$ cat src/rtl/hazard_stall_controller_pkg.sv
// Shared constants and FSM state encoding for the decode-stage hazard/stall controller.
package hazard_stall_controller_pkg;

    localparam int REG_ADDRESS_LEN = 4;
    localparam int MUL_CYCLES_DEF  = 4;

    typedef enum logic {
        HSC_IDLE     = 1'b0,
        HSC_MUL_BUSY = 1'b1
    } hsc_state_e;

    function automatic int cnt_width(input int cycles);
        return (cycles > 1) ? $clog2(cycles) : 1;
    endfunction

endpackage

$ cat src/rtl/hazard_stall_controller_mul_stall_fsm.sv
// Multiply stall sequencer: state, countdown, re-trigger guard and deferred flush.
module mul_stall_fsm
    import hazard_stall_controller_pkg::*;
#(
    parameter int MUL_CYCLES = MUL_CYCLES_DEF
) (
    input  logic clk,
    input  logic rst,
    input  logic i_exe_is_mul,
    input  logic i_flush_in,
    output logic o_mul_busy,
    output logic o_mul_done,
    output logic o_flush_pend
);

    localparam int               CNT_W    = cnt_width(MUL_CYCLES);
    localparam bit               MUL_EN   = (MUL_CYCLES > 1);
    localparam logic [CNT_W-1:0] CNT_LOAD = CNT_W'((MUL_CYCLES > 1) ? MUL_CYCLES - 2 : 0);
    localparam logic [CNT_W-1:0] CNT_ONE  = CNT_W'(1);

    hsc_state_e       r_state;
    logic [CNT_W-1:0] r_cnt;
    logic             r_mul_seen;
    logic             r_flush_pend;
    logic             r_mul_done;

    always_ff @(posedge clk or negedge rst) begin
        if (!rst) begin
            r_state      <= HSC_IDLE;
            r_cnt        <= '0;
            r_mul_seen   <= 1'b0;
            r_flush_pend <= 1'b0;
            r_mul_done   <= 1'b0;
        end else begin
            r_mul_seen <= 1'b0;
            r_mul_done <= 1'b0;
            case (r_state)
                HSC_IDLE: begin
                    // Any pending flush is consumed by this IDLE cycle.
                    r_flush_pend <= 1'b0;
                    if (MUL_EN && i_exe_is_mul && !r_mul_seen) begin
                        r_state    <= HSC_MUL_BUSY;
                        r_cnt      <= CNT_LOAD;
                        r_mul_done <= (CNT_LOAD == '0);
                    end
                end
                HSC_MUL_BUSY: begin
                    if (i_flush_in) r_flush_pend <= 1'b1;
                    if (r_cnt == '0) begin
                        r_state    <= HSC_IDLE;
                        r_mul_seen <= 1'b1;
                    end else begin
                        r_cnt      <= r_cnt - CNT_ONE;
                        r_mul_done <= (r_cnt == CNT_ONE);
                    end
                end
                default: r_state <= HSC_IDLE;
            endcase
        end
    end

    assign o_mul_busy   = (r_state == HSC_MUL_BUSY);
    assign o_mul_done   = r_mul_done;
    assign o_flush_pend = r_flush_pend;

endmodule

$ cat src/rtl/hazard_stall_controller.sv
// Decode-stage RAW hazard detection, multiply stall and flush sequencing.
// Define FORWARDING_EN to restrict the data hazard to EX load-use only.
module hazard_stall_controller
    import hazard_stall_controller_pkg::*;
#(
    parameter int MUL_CYCLES = MUL_CYCLES_DEF,
    parameter int REG_ADDR_W = REG_ADDRESS_LEN
) (
    input  logic                  clk,
    input  logic                  rst,
    input  logic [REG_ADDR_W-1:0] id_src1,
    input  logic [REG_ADDR_W-1:0] id_src2,
    input  logic                  id_two_src,
    input  logic                  id_ignore_hazard,
    input  logic [REG_ADDR_W-1:0] exe_dest,
    input  logic                  exe_wb_en,
    input  logic                  exe_mem_read,
    input  logic                  exe_is_mul,
    input  logic [REG_ADDR_W-1:0] mem_dest,
    input  logic                  mem_wb_en,
    input  logic                  flush_in,
    output logic                  pc_freeze,
    output logic                  id_bubble,
    output logic                  ex_hold,
    output logic                  mem_bubble,
    output logic                  flush_out,
    output logic                  mul_busy,
    output logic                  mul_done
);

    logic w_busy;
    logic w_done;
    logic w_flush_pend;
    logic w_m1;
    logic w_m2;
    logic w_hz;
    logic w_flush;
    logic w_unused;

    mul_stall_fsm #(
        .MUL_CYCLES (MUL_CYCLES)
    ) u_fsm (
        .clk          (clk),
        .rst          (rst),
        .i_exe_is_mul (exe_is_mul),
        .i_flush_in   (flush_in),
        .o_mul_busy   (w_busy),
        .o_mul_done   (w_done),
        .o_flush_pend (w_flush_pend)
    );

`ifdef FORWARDING_EN
    // EX results are forwarded; only a load in EX cannot satisfy a dependent read.
    assign w_m1     = exe_wb_en & exe_mem_read & (exe_dest == id_src1);
    assign w_m2     = exe_wb_en & exe_mem_read & (exe_dest == id_src2);
    assign w_unused = &{1'b0, mem_dest, mem_wb_en};
`else
    assign w_m1     = (exe_wb_en & (exe_dest == id_src1)) | (mem_wb_en & (mem_dest == id_src1));
    assign w_m2     = (exe_wb_en & (exe_dest == id_src2)) | (mem_wb_en & (mem_dest == id_src2));
    assign w_unused = &{1'b0, exe_mem_read};
`endif

    assign w_hz    = ~id_ignore_hazard & (w_m1 | (id_two_src & w_m2));
    assign w_flush = flush_in | w_flush_pend;

    // Outputs are gated by reset so the combinational paths are also quiet in reset.
    assign pc_freeze  = rst & (w_busy | (~w_flush & w_hz));
    assign id_bubble  = rst & ~w_busy & ~w_flush & w_hz;
    assign ex_hold    = rst & w_busy;
    assign mem_bubble = rst & w_busy;
    assign flush_out  = rst & ~w_busy & w_flush;
    assign mul_busy   = rst & w_busy;
    assign mul_done   = rst & w_done;

endmodule

$ cat config.mk
export PLATFORM = sky130hd
export DESIGN_NAME = hazard_stall_controller
export DESIGN_NICKNAME = d
export VERILOG_FILES = /design/src/rtl/hazard_stall_controller_pkg.sv /design/src/rtl/hazard_stall_controller_mul_stall_fsm.sv /design/src/rtl/hazard_stall_controller.sv
export SDC_FILE = /design/constraint.sdc
export NUM_CORES = 1
export LEC_CHECK = 0
export BUFFER_PORTS_ARGS = -buffer_cell sky130_fd_sc_hd__buf_4
export CELL_PAD_IN_SITES_DETAIL_PLACEMENT = 1
export CELL_PAD_IN_SITES_GLOBAL_PLACEMENT = 1
export CORE_MARGIN = 3
export CORE_UTILIZATION = 30
export CTS_CLUSTER_SIZE = 40
export DETAILED_ROUTE_END_ITERATION = 6
export PLACE_DENSITY_LB_ADDON = 0.08
export SYNTH_ARGS = -nofsm -noshare
export SYNTH_HDL_FRONTEND = slang
export SYNTH_SLANG_ARGS = --single-unit
$ cat constraint.sdc
create_clock -name clk -period 3.2 [get_ports clk]
set_input_delay 0.64 -clock clk [delete_from_list [all_inputs] [get_ports clk]]
set_output_delay 0.64 -clock clk [all_outputs]
set_load 0.05 [all_outputs]
Word-level counts from Yosys, hierarchy flattened
Cells that the tools add are included.

operators by class
  magnitude comparators = 0
  equal/unequal tests = 8
  multiply operators = 0
  divide/modulo/power cells = 0
  add/sub/neg operators = 1
  shift-type cells = 0
  muxes and demuxes = 12
  reductions and logical operators = 4
  bitwise operators = 22

operators by type and width
  operator                                           number
  == test 4 bit                                      4
  bitwise AND 1 bit                                  14
  2-to-1 mux 1 bit                                   6
  one-hot mux 1 bit (2 select lines)                 3
  bitwise OR 1 bit                                   5
  2-to-1 mux 2 bit                                   2
  != test 2 bit (second input constant)              2
  one-hot mux 2 bit (2 select lines)                 1
  inverter 1 bit                                     3
  == test 2 x 1 -> 1 bit (second input constant)     1
  logical NOT 2 bit                                  1
  != test 2 x 1 -> 1 bit (second input constant)     1
  AND reduction 2 bit                                1
  subtractor 2 x 1 -> 2 bit (second input constant)  1
  logical AND 1 bit                                  1
  logical NOT 1 bit                                  1

storage, ports and cells
  register bits after elaboration = 6
  bits in read-only memories = 0
  bits in latches = 0
  logic and storage cells = 52
  memories kept = 0
  bits of input ports = 25
  memory bits (writable) = 0

Logic depth before layout (Yosys ltp)
Gate-level depths: netlist of run 1.

  depth after elaboration = 9
  mapped depth = 6
  mapped depth without buffers = 6

Hierarchy
A second synthesis of run 1 with hierarchy kept.

second synthesis, totals
  cell total of the unflattened synthesis = 54
  area total of the unflattened synthesis = 518.0 sq um

by module, submodules not included
  module                   cells each  area an instance (sq um)  times used
  hazard_stall_controller  35          261.5                     1
  mul_stall_fsm            19          256.5                     1

Worst setup path before layout of run 1
Ideal clock, no wire load.

  path type = in2out
  from = input port flush_in
  to = output port flush_out
  arrival = 1839 ps
  path slack = 721 ps
  stages on the path = 2
  buffers on the path = 0
  required time = 2560 ps
  cells stage by stage = nor2_1 > nor3b_1

between the ends
  word-level cells in the longest chain between the ends = 2

ends and longest elaborated chain
  element            RTL line                       RTL
  start, declared    hazard_stall_controller.sv:21  input logic flush_in,
  bitwise OR 1 bit   hazard_stall_controller.sv:64  assign w_flush = flush_in | w_flush_pend;
  bitwise AND 1 bit  hazard_stall_controller.sv:71  assign flush_out = rst & ~w_busy & w_flush;
  end, declared      hazard_stall_controller.sv:26  output logic flush_out,

Every way passes these cells.

Worst setup path after layout of run 1
  from = input port id_src1[3]
  to = output port id_bubble

between the ends
  word-level cells in the longest chain between the ends = 6
  elaborated cells between the ends (all ways) = 8

ends and longest elaborated chain
  element                RTL line                       RTL
  start, declared        hazard_stall_controller.sv:11  input logic [REG_ADDR_W-1:0] id_src1,
  == test 4 bit          hazard_stall_controller.sv:58  assign w_m1 = (exe_wb_en & (exe_dest == id_src1)) | (mem_wb_en & (mem_dest == id_src1));
  bitwise AND 1 bit      hazard_stall_controller.sv:58
  bitwise OR 1 bit (*)   hazard_stall_controller.sv:58
  bitwise OR 1 bit (*)   hazard_stall_controller.sv:63  assign w_hz = ~id_ignore_hazard & (w_m1 | (id_two_src & w_m2));
  bitwise AND 1 bit (*)  hazard_stall_controller.sv:63
  bitwise AND 1 bit (*)  hazard_stall_controller.sv:68  assign id_bubble = rst & ~w_busy & ~w_flush & w_hz;
  end, declared          hazard_stall_controller.sv:23  output logic id_bubble,

Every way passes the cells marked *; elsewhere a longest branch is shown, timed or not.

==> run_results.csv, run 1 <==
group,metric,value,unit
clock_network,cts_htree_levels,1,
drt,wl,1.23,mm
clock_network,cts_root_buf,"clkbuf_4",
global_routing,grt_max_degree,11,
pwr,p_int,254,uW
clock_network,cts_tree,"yes",
logic_synthesis,synth_fa_ha_area_frac,0.0508,
global_routing,grt_first_pass_wirelength,1.88,mm
sta,skew,0.000942,ns
layout,nNetsFinal,113,
critical_path,slowest_delay,0.25,ns
critical_path,worst_setup_path_start_kind,"input port",
logic_synthesis,syn_inst,53,
sta,layout_min_cycle_time,2.44,ns
logic_synthesis,synth_top_family_by_area,"XOR/XNOR gates",
logic_synthesis,synth.distinct_cells,22,
logic_synthesis,synth_top_area_share,0.305,
drt,ant_nets,0,
global_routing,grt_pass1_vias,453,
critical_path,reg2reg_from,"u_fsm.r_cnt[0]$_DFFE_PN0P_",
sta,finalHoldViolCount,0,
logic_synthesis,synth_mux_area_frac,0.0203,
sta,fin_setup_tns,0,ns
drt,vias_per_cell,4.90,
sta,setup_slack,0.762,ns
pwr,power_frac_comb,0.544,
logic_synthesis,ys_ff_latch,6,
critical_path,crit_family,"simple AND/OR/NAND/NOR gates",
critical_path,timing.rr.end,"u_fsm.r_cnt[0]$_DFFE_PN0P_",
pwr,p_sw,195,uW
global_routing,antenna_found_initial,0,
placement,io_buffers,30,
clock_network,clkTransAtPathRegs,0.04,ns
critical_path,crit_type,"in2out",
floorplanning,start_util,0.323,
floorplanning,rows,14,
placement,gp_congestion,0.700,
pwr,clkPwrFrac,0.152,
floorplanning,die-area,2170,um^2
clock_network,clockBufferDepth,2,
clock_network,clkLatencyLatePin,0.24,ns
critical_path,reg2reg_depth,5,
sta,max_freq,0.410,GHz
critical_path,worstSetupEndpointType,"primary output",
placement,dpl_cell_area,723,um^2
logic_synthesis,yosys.area_share.simple,0.228,
layout,finalInstanceArea,746,um^2
logic_synthesis,ys_seq_area_frac,0.305,
layout,area_growth,51.3,%
sta,min_period_over_period,0.762,
critical_path,slowest_stage,"a31o_1",
global_routing,grt_usage,0.124,
layout,final_cell_mix,"buf_4 (30), xor2_1 (12), dfrtp_1 (6), and2_1 (4), xnor2_1 (4)",
layout,postLayoutCoreUtil,0.489,
layout,drive_gt1_frac,0.405,
pwr,powerDensity,603,nW/um^2
global_routing,overflow,0,
sta,worstMarginPinSlew,0.227,ns
critical_path,cp_data_required_time,2.56,ns
drt,wl_per_cell,12.3,um
clock_network,cts.sinks,6,
logic_synthesis,synth_top_cell_by_area,"dfrtp_1",
critical_path,reg2reg_slack,1.99,ns
sta,rsz0062_at_grt,"false",
clock_network,cts_resized,0,
placement,place_ws,0.763,ns
logic_synthesis,synthXorXnorAreaFrac,0.284,
logic_synthesis,synth_compound_area_frac,0.0584,
placement,post-dp-hpwl,1.05,mm
logic_synthesis,synth.avg_cell_area,9.30,um^2
pwr,power_leakage,0.373,nW
logic_synthesis,syn_nets,80,
pwr,max-vdd-ir-drop,377,uV
logic_synthesis,syn_area,493,um^2
drt,vias,490,
clock_network,numCtsBuffers,3,
critical_path,critPathBufInv,2,
critical_path,crit_top_cell,"buf_4",
floorplanning,fp.dieH,46.5,um
logic_synthesis,synthTopCellsByArea,"dfrtp_1 (30%), xor2_1 (21%), xnor2_1 (7.1%), and2_1 (5.1%), ha_1 (5.1%)",
floorplanning,fp.coreArea,1520,um^2
clock_network,postCtsSetupBuffers,0,
pwr,p_sw_frac,0.435,
drt,drc,0,
layout,num_antenna_cells,0,
hold_path,hp-class,"in2async",
drt,drtPass1Iterations,2,
critical_path,worstPathArrival,1.80,ns
critical_path,crit_fanout,2,
run,max_cap_viol_count,0,
run_status,status,"completed",
sta,setup_viol,0,
critical_path,timing.critical_path.cells,"buf_4 > xor2_1 > nor3_1 > nand3_1 > a31o_1 > nor2_2 > buf_4",
sta,drv_slew,0,
sta,timing.slew.headroom,0.847,
floorplanning,num_io_pins,32,
floorplanning,die_width,46.5,um
clock_network,postCtsHoldBufs,0,
logic_synthesis,ys_warn_count,0,
pwr,seqPwrFrac,0.304,
layout,layout_commonest_cell,"buf_4",
drt,drt-initial-drc-count,2,
worst max-delay path by stage:
| stage | from | endpoint | cells after the start |
|---|---|---|---|
| 2_1_floorplan | flush_in | flush_out | 2 |
| 3_3_place_gp | exe_dest[0] | id_bubble | 7 |
| 3_5_place_dp | id_src1[3] | id_bubble | 7 |
| 4_1_cts | id_src1[3] | id_bubble | 7 |
| 5_1_grt | mem_dest[2] | id_bubble | 8 |
| 6_report | id_src1[3] | id_bubble | 7 |
registers in the layout, indices dropped and copies added (netlist names):
register / flops
u_fsm.o_flush_pend: 1
u_fsm.o_mul_busy: 1
u_fsm.o_mul_done: 1
u_fsm.r_cnt: 2
u_fsm.r_mul_seen: 1
cells by family (layout without fill, tap and decap cells):
logic type | Yosys count | in the layout
flops | 6 | 6
xor+xnor | 16 | 16
compound gates | 4 | 4
buf+inv | 5 | 36
simple gates | 19 | 19
fa+ha+maj | 2 | 2
mux | 1 | 1
Yosys cell counts (all sizes together):
master / instances
nor3b: 1
xor2: 12
inv: 3
dfrtp: 6
nand3b: 1
nand2b: 3
xnor2: 4
and2: 4
o21ai: 1
o22a: 1
nand4: 1
nor2: 2
buf: 2
nor3: 3
nor2b: 1
ha: 2
nor4: 1
a31oi: 1
nand3: 2
a31o: 1
mux2i: 1
power groups by stage:
stage / logic (mW) / clock network [mW] / registers [mW]
6_report: 0.244 / 0.0685 / 0.137
5_1_grt: 0.270 / 0.0784 / 0.139
4_1_cts: 0.248 / 0.0719 / 0.137
3_5_place_dp: 0.248 / 0 / 0.138
3_3_place_gp: 0.243 / 0 / 0.137
2_1_floorplan: 0.178 / 0 / 0.130
stage by stage:
step                      instances  hold WS, ns  total power [mW]
final                           100        0.208             0.449
after global routing            100        0.194             0.488
after CTS                       100        0.204             0.457
after detailed placement         97        0.465             0.385
after global placement           97        0.462             0.379
after floorplan                  53        0.344             0.309
worst register-to-register path: cells and delay by family, from the launching register on:
| kind | cells | cell delay, ns |
|---|---|---|
| simple gates | 1 | 0.18 |
| buf+inv | 1 | 0.06 |
| compound gates | 1 | 0.15 |
| mux | 1 | 0.11 |
| flops | 1 | 0.38 |
| fa+ha+maj | 1 | 0.21 |
metal layers:
metal	vias to the layer above	GRT usage	wire length [um]
li1	240	-	-
met1	226	0.174	558
met2	24	0.179	533
met3	0	0.0625	141
met4	0	0	0
met5	-	0	0
layout make-up:
cell class | instances | area [um^2]
Multi-Input combinational cell | 42 | 317
Tap cell | 16 | 20.0
Fill cell | 192 | 778
Inverter | 3 | 11.3
Timing Repair Buffer | 30 | 225
Clock buffer | 3 | 22.5
Sequential cell | 6 | 150
No activity file was read; power rests on OpenSTA's default activity.
==> run 2, diff against run 1 <==
ABC_AREA = 1   (was unset)
CORE_UTILIZATION = 27   (was 30)
clock period = 2.3 ns   (was 3.2 ns; I/O delays follow)
==> run_results.csv, run 2 <==
group,metric,value,unit
floorplanning,fp.dieH,52.7,um
clock_network,cts_root_buf,"clkbuf_4",
clock_network,clkLatencyLatePin,0.24,ns
run_status,status,"completed",
sta,skew,0.000571,ns
logic_synthesis,synth.distinct_cells,17,
sta,rsz0062_at_grt,"false",
drt,met3_length,106,um
drt,wl_met2,712,um
logic_synthesis,synth_top_area_share,0.255,
global_routing,grt_pass1_vias,652,
drt,met1_length,738,um
logic_synthesis,synth_edf_count,0,
critical_path,reg2reg_from,"u_fsm.r_cnt[0]$_DFFE_PN0P_",
logic_synthesis,synth-main-ff-cell,"dfrtp_1",
drt,drc,0,
sta,min_period_over_period,0.824,
layout,drive_gt1_frac,0.315,
logic_synthesis,ys_ff_latch,6,
logic_synthesis,ys_warn_count,0,
logic_synthesis,ys_seq_area_frac,0.255,
hold_path,hp-class,"in2async",
critical_path,worstSetupEndpointType,"primary output",
critical_path,crit_type,"in2out",
global_routing,grt_usage,0.130,
clock_network,cts.sinks,6,
critical_path,worst_setup_path_start_kind,"input port",
floorplanning,die-area,2770,um^2
drt,vias,672,
sta,fin_setup_tns,0,ns
logic_synthesis,synthArstFlopShare,1.00,
critical_path,crit_fanout,3,
pwr,power_frac_comb,0.557,
drt,wl,1.56,mm
pwr,clkPwrFrac,0.150,
sta,finalHoldViolCount,0,
clock_network,postCtsSetupBuffers,0,
global_routing,overflow,0,
drt,ant_nets,0,
floorplanning,die_width,52.7,um
run,max_cap_viol_count,0,
floorplanning,rows,16,
clock_network,postCtsHoldBufs,0,
pwr,powerDensity,765,nW/um^2
critical_path,crit_start,"exe_dest[1]",
layout,top_register,"u_fsm.r_cnt",
layout,largest_reg_flops,2,
floorplanning,start_util,0.294,
global_routing,antenna_found_initial,0,
clock_network,cts_resized,0,
layout,final_cell_mix,"nand2_1 (32), buf_4 (30), inv_1 (17), nor2_1 (16), dfrtp_1 (6)",
clock_network,clockBufferDepth,2,
floorplanning,fp.coreArea,2000,um^2
drt,top_layer,"met4",
sta,timing.slew.headroom,0.837,
sta,layout_min_cycle_time,1.90,ns
drt,drt-initial-drc-count,5,
sta,max_freq,0.528,GHz
layout,fill_cells,284,
pwr,p_sw_frac,0.479,
logic_synthesis,synth_commonest_cells,"nand2_1 (32), inv_1 (17), nor2_1 (16), dfrtp_1 (6)",
logic_synthesis,synth.avg_cell_area,5.94,um^2
logic_synthesis,syn_area,588,um^2
pwr,p_sw,313,uW
placement,gp_congestion,0.708,
sta,drv_slew,0,
logic_synthesis,syn_inst,99,
drt,wl_per_cell,9.95,um
clock_network,cts_tree,"yes",
pwr,seqPwrFrac,0.293,
global_routing,grt_first_pass_wirelength,2.61,mm
layout,multiInputGateArea,344,um^2
layout,seq_area,150,um^2
sta,setup_viol,0,
logic_synthesis,synth_most_common_cell,"nand2_1",
sta,worstMarginPinSlew,0.244,ns
floorplanning,num_io_pins,32,
placement,post-dp-hpwl,1.38,mm
pwr,power_leakage,0.523,nW
critical_path,worstPathArrival,1.44,ns
clock_network,numCtsBuffers,3,
drt,vias_per_cell,4.28,
layout,layout_commonest_cell,"nand2_1",
layout,nNetsFinal,159,
logic_synthesis,synthTopCellsByArea,"dfrtp_1 (26%), nand2_1 (20%), inv_1 (11%), nor2_1 (10%), xnor2_1 (6.0%)",
critical_path,cp_data_required_time,1.84,ns
pwr,p_int,341,uW
clock_network,cts_htree_levels,1,
clock_network,clkTransAtPathRegs,0.05,ns
pwr,max-vdd-ir-drop,570,uV
layout,num_antenna_cells,0,
layout,area_growth,45.3,%
layout,postLayoutCoreUtil,0.427,
drt,drtPass1Iterations,3,
logic_synthesis,synth_top_cell_by_area,"dfrtp_1",
placement,io_buffers,30,
global_routing,grt_max_degree,10,
logic_synthesis,syn_nets,126,
## run 2: worst paths after layout
path	slack (ns)	cells after the start	end
worst min register to register	0.58	2	u_fsm.r_cnt[1]$_DFFE_PN0P_
min in group clk	0.49	3	u_fsm.o_flush_pend$_DFFE_PN0P_
worst max register to register	1.08	6	u_fsm.r_cnt[0]$_DFFE_PN0P_
worst max-delay path	0.40	11	id_bubble
max in group asynchronous	2.14	1	u_fsm.o_mul_busy$_DFF_PN0_
worst min-delay path	0.03	1	u_fsm.o_mul_done$_DFF_PN0_
## run 2: worst max-delay path: stages
cell	delay [ns]
buf_4	0.11
inv_1	0.08
o21ai_1	0.07
nor2_1	0.12
nand3_1	0.08
nand2_1	0.07
inv_1	0.04
nand2_1	0.08
nand2_2	0.06
nor2_2	0.07
buf_4	0.19
## run 2: power by group through the flow
stage / logic, mW / clock network (mW) / registers (mW)
after floorplan: 0.264 / 0 / 0.184
after global placement: 0.356 / 0 / 0.190
after detailed placement: 0.369 / 0 / 0.193
after CTS: 0.370 / 0.102 / 0.192
after global routing: 0.410 / 0.109 / 0.197
final: 0.364 / 0.0977 / 0.192
## run 2: per-stage QoR
stage	instances	setup WS, ns	area [um^2]	hold slack [ns]	power [mW]
2_1_floorplan	99	0.228	588	0.164	0.448
3_3_place_gp	154	0.408	832	0.285	0.547
3_5_place_dp	154	0.384	832	0.288	0.562
4_1_cts	157	0.383	855	0.0249	0.664
5_1_grt	157	0.288	855	0.0208	0.715
6_report	157	0.405	855	0.0270	0.654
## run 2: final cells by class
class | instances | area share
repair buffers | 30 | 0.264
multi-input cells | 70 | 0.403
clock buffers | 3 | 0.0264
inverters | 21 | 0.0922
flip-flops and latches | 6 | 0.176
well taps | 27 | 0.0395
## run 2: layer usage
metal  GRT usage  up-vias
li1            -      354
met1       0.164      296
met5           0        -
met2       0.207       20
met4      0.0511        0
met3      0.0342        2
## run 2: cells by family (layout without fill, tap and decap cells)
family / Yosys count / in the layout / share of synthesized area
AOI/OAI and AO/OA: 7 / 7 / 0.0660
xor gates and xnor gates: 4 / 4 / 0.0596
adders and majority gates: 2 / 2 / 0.0425
buffers and inverters: 23 / 54 / 0.160
DFF: 6 / 6 / 0.255
and+or+nand+nor: 57 / 57 / 0.417
==> run 3, diff against run 2 <==
clock period = 1.8 ns   (was 2.3 ns; I/O delays follow)
==> run_results.csv, run 3 (synthesized netlist as in run 2, its figures left out) <==
group,metric,value,unit
floorplanning,num_io_pins,32,
global_routing,grt_pass1_vias,639,
layout,top_register,"u_fsm.r_cnt",
layout,nNetsFinal,160,
floorplanning,rows,16,
layout,postLayoutCoreUtil,0.453,
sta,timing.slew.headroom,0.801,
drt,ant_nets,0,
critical_path,worstPathArrival,1.32,ns
floorplanning,fp.dieH,52.7,um
pwr,max-vdd-ir-drop,667,uV
critical_path,reg2reg_depth,6,
clock_network,cts.sinks,6,
critical_path,reg2reg_from,"u_fsm.r_cnt[0]$_DFFE_PN0P_",
sta,finalHoldViolCount,0,
hold_path,hold_depth,3,
layout,drive_gt1_frac,0.389,
placement,gp_congestion,0.728,
pwr,power_leakage,0.530,nW
clock_network,cts_tree,"yes",
hold_path,hold_start,"flush_in",
critical_path,cp_data_required_time,1.44,ns
clock_network,clkLatencyLatePin,0.24,ns
floorplanning,start_util,0.294,
global_routing,overflow,0,
global_routing,grt_first_pass_wirelength,2.62,mm
run,max_cap_viol_count,0,
drt,wl_per_cell,10.1,um
run_status,status,"completed",
clock_network,postCtsSetupBuffers,0,
drt,vias_per_cell,4.18,
layout,finalInstanceArea,907,um^2
sta,layout_min_cycle_time,1.68,ns
global_routing,grt_max_degree,7,
layout,final_cell_mix,"nand2_1 (30), buf_4 (26), nor2_1 (14), inv_1 (13), inv_2 (7)",
critical_path,worstSetupEndpointType,"primary output",
sta,skew,0.00699,ns
sta,min_period_over_period,0.932,
critical_path,timing.rr.end,"u_fsm.r_cnt[0]$_DFFE_PN0P_",
sta,setup_viol,0,
drt,drc,0,
layout,layout_commonest_cell,"nand2_1",
critical_path,reg2reg_slack,0.59,ns
floorplanning,fp.coreArea,2000,um^2
floorplanning,die_width,52.7,um
critical_path,worst_setup_path_start_kind,"input port",
pwr,powerDensity,938,nW/um^2
drt,vias,661,
layout,largest_reg_flops,2,
clock_network,clkTransAtPathRegs,0.05,ns
layout,num_antenna_cells,0,
clock_network,cts_root_buf,"clkbuf_4",
critical_path,crit_fanout,4,
placement,dpl_cell_area,837,um^2
global_routing,grt_usage,0.130,
clock_network,cts_htree_levels,1,
floorplanning,die-area,2770,um^2
critical_path,crit_type,"in2out",
hold_path,hp-class,"in2reg",
global_routing,antenna_found_initial,0,
layout,area_growth,54.3,%
clock_network,numCtsBuffers,3,
sta,worstMarginPinSlew,0.297,ns
sta,max_freq,0.596,GHz
drt,wl,1.60,mm
sta,fin_setup_tns,0,ns
drt,drt-initial-drc-count,3,
sta,drv_slew,0,
hold_path,holdPathEnd,"u_fsm.o_flush_pend$_DFFE_PN0P_",
drt,drtPass1Iterations,2,
clock_network,clockBufferDepth,2,
placement,io_buffers,30,
placement,post-dp-hpwl,1.37,mm
run 3: how the worst max path moves through the flow:
stage / start / end / slack [ns] / cells past startpoint
2_1_floorplan: exe_dest[1] / id_bubble / 0.18 / 10
3_3_place_gp: id_src2[1] / id_bubble / 0.11 / 12
3_5_place_dp: id_src2[1] / id_bubble / 0.09 / 12
4_1_cts: id_src2[1] / id_bubble / 0.09 / 12
5_1_grt: exe_dest[1] / id_bubble / -0.003 / 12
6_report: exe_dest[0] / id_bubble / 0.12 / 11
run 3: per-stage QoR:
step / std cells / hold WS [ns] / setup slack (ns) / power [mW]
final: 158 / 0.390 / 0.122 / 0.851
after global placement: 154 / 0.185 / 0.110 / 0.704
after CTS: 158 / 0.392 / 0.0876 / 0.850
after global routing: 158 / 0.413 / -0.00339 / 0.937
after detailed placement: 154 / 0.186 / 0.0915 / 0.722
after floorplan: 99 / 0.0644 / 0.178 / 0.577
run 3: repair_timing:
| action | CTS | global route |
|---|---|---|
| hold endpoints to repair | 6 | 0 |
| gates resized for setup | 0 | 15 |
| hold buffers | 1 | 0 |
| endpoints found under the setup margin | 0 | 2 |
run 3: final cells by class:
cell class                      count  area [um^2]
Sequential cell                     6          150
Fill cell                         289         1090
Tap cell                           27         33.8
Multi-Input combinational cell     70          369
Clock buffer                        3         22.5
Timing Repair Buffer               31          250
Inverter                           21         81.3
run 3: power breakdown:
| group | internal (mW) | leakage [nW] | switching (mW) |
|---|---|---|---|
| Clock | 0.0754 | 0.0138 | 0.0475 |
| Combinational | 0.172 | 0.443 | 0.308 |
| Sequential | 0.196 | 0.0739 | 0.0514 |
| Total | 0.443 | 0.530 | 0.407 |
run 3: routing by layer:
| layer | GRT usage | share of wire | up-vias |
|---|---|---|---|
| met5 | 0 | 0 | - |
| li1 | - | - | 359 |
| met4 | 0.0511 | 0.011 | 0 |
| met2 | 0.202 | 0.46 | 20 |
| met1 | 0.168 | 0.45 | 280 |
| met3 | 0.0370 | 0.075 | 2 |
run 3: worst max-delay path: stages:
cell	delay, ns
buf_4	0.12
nand2_1	0.06
nand2_1	0.06
nor2_2	0.13
nand3_2	0.07
nand2_1	0.06
nand2_1	0.05
nand2_1	0.07
nand2_2	0.06
nor2_2	0.12
buf_6	0.16
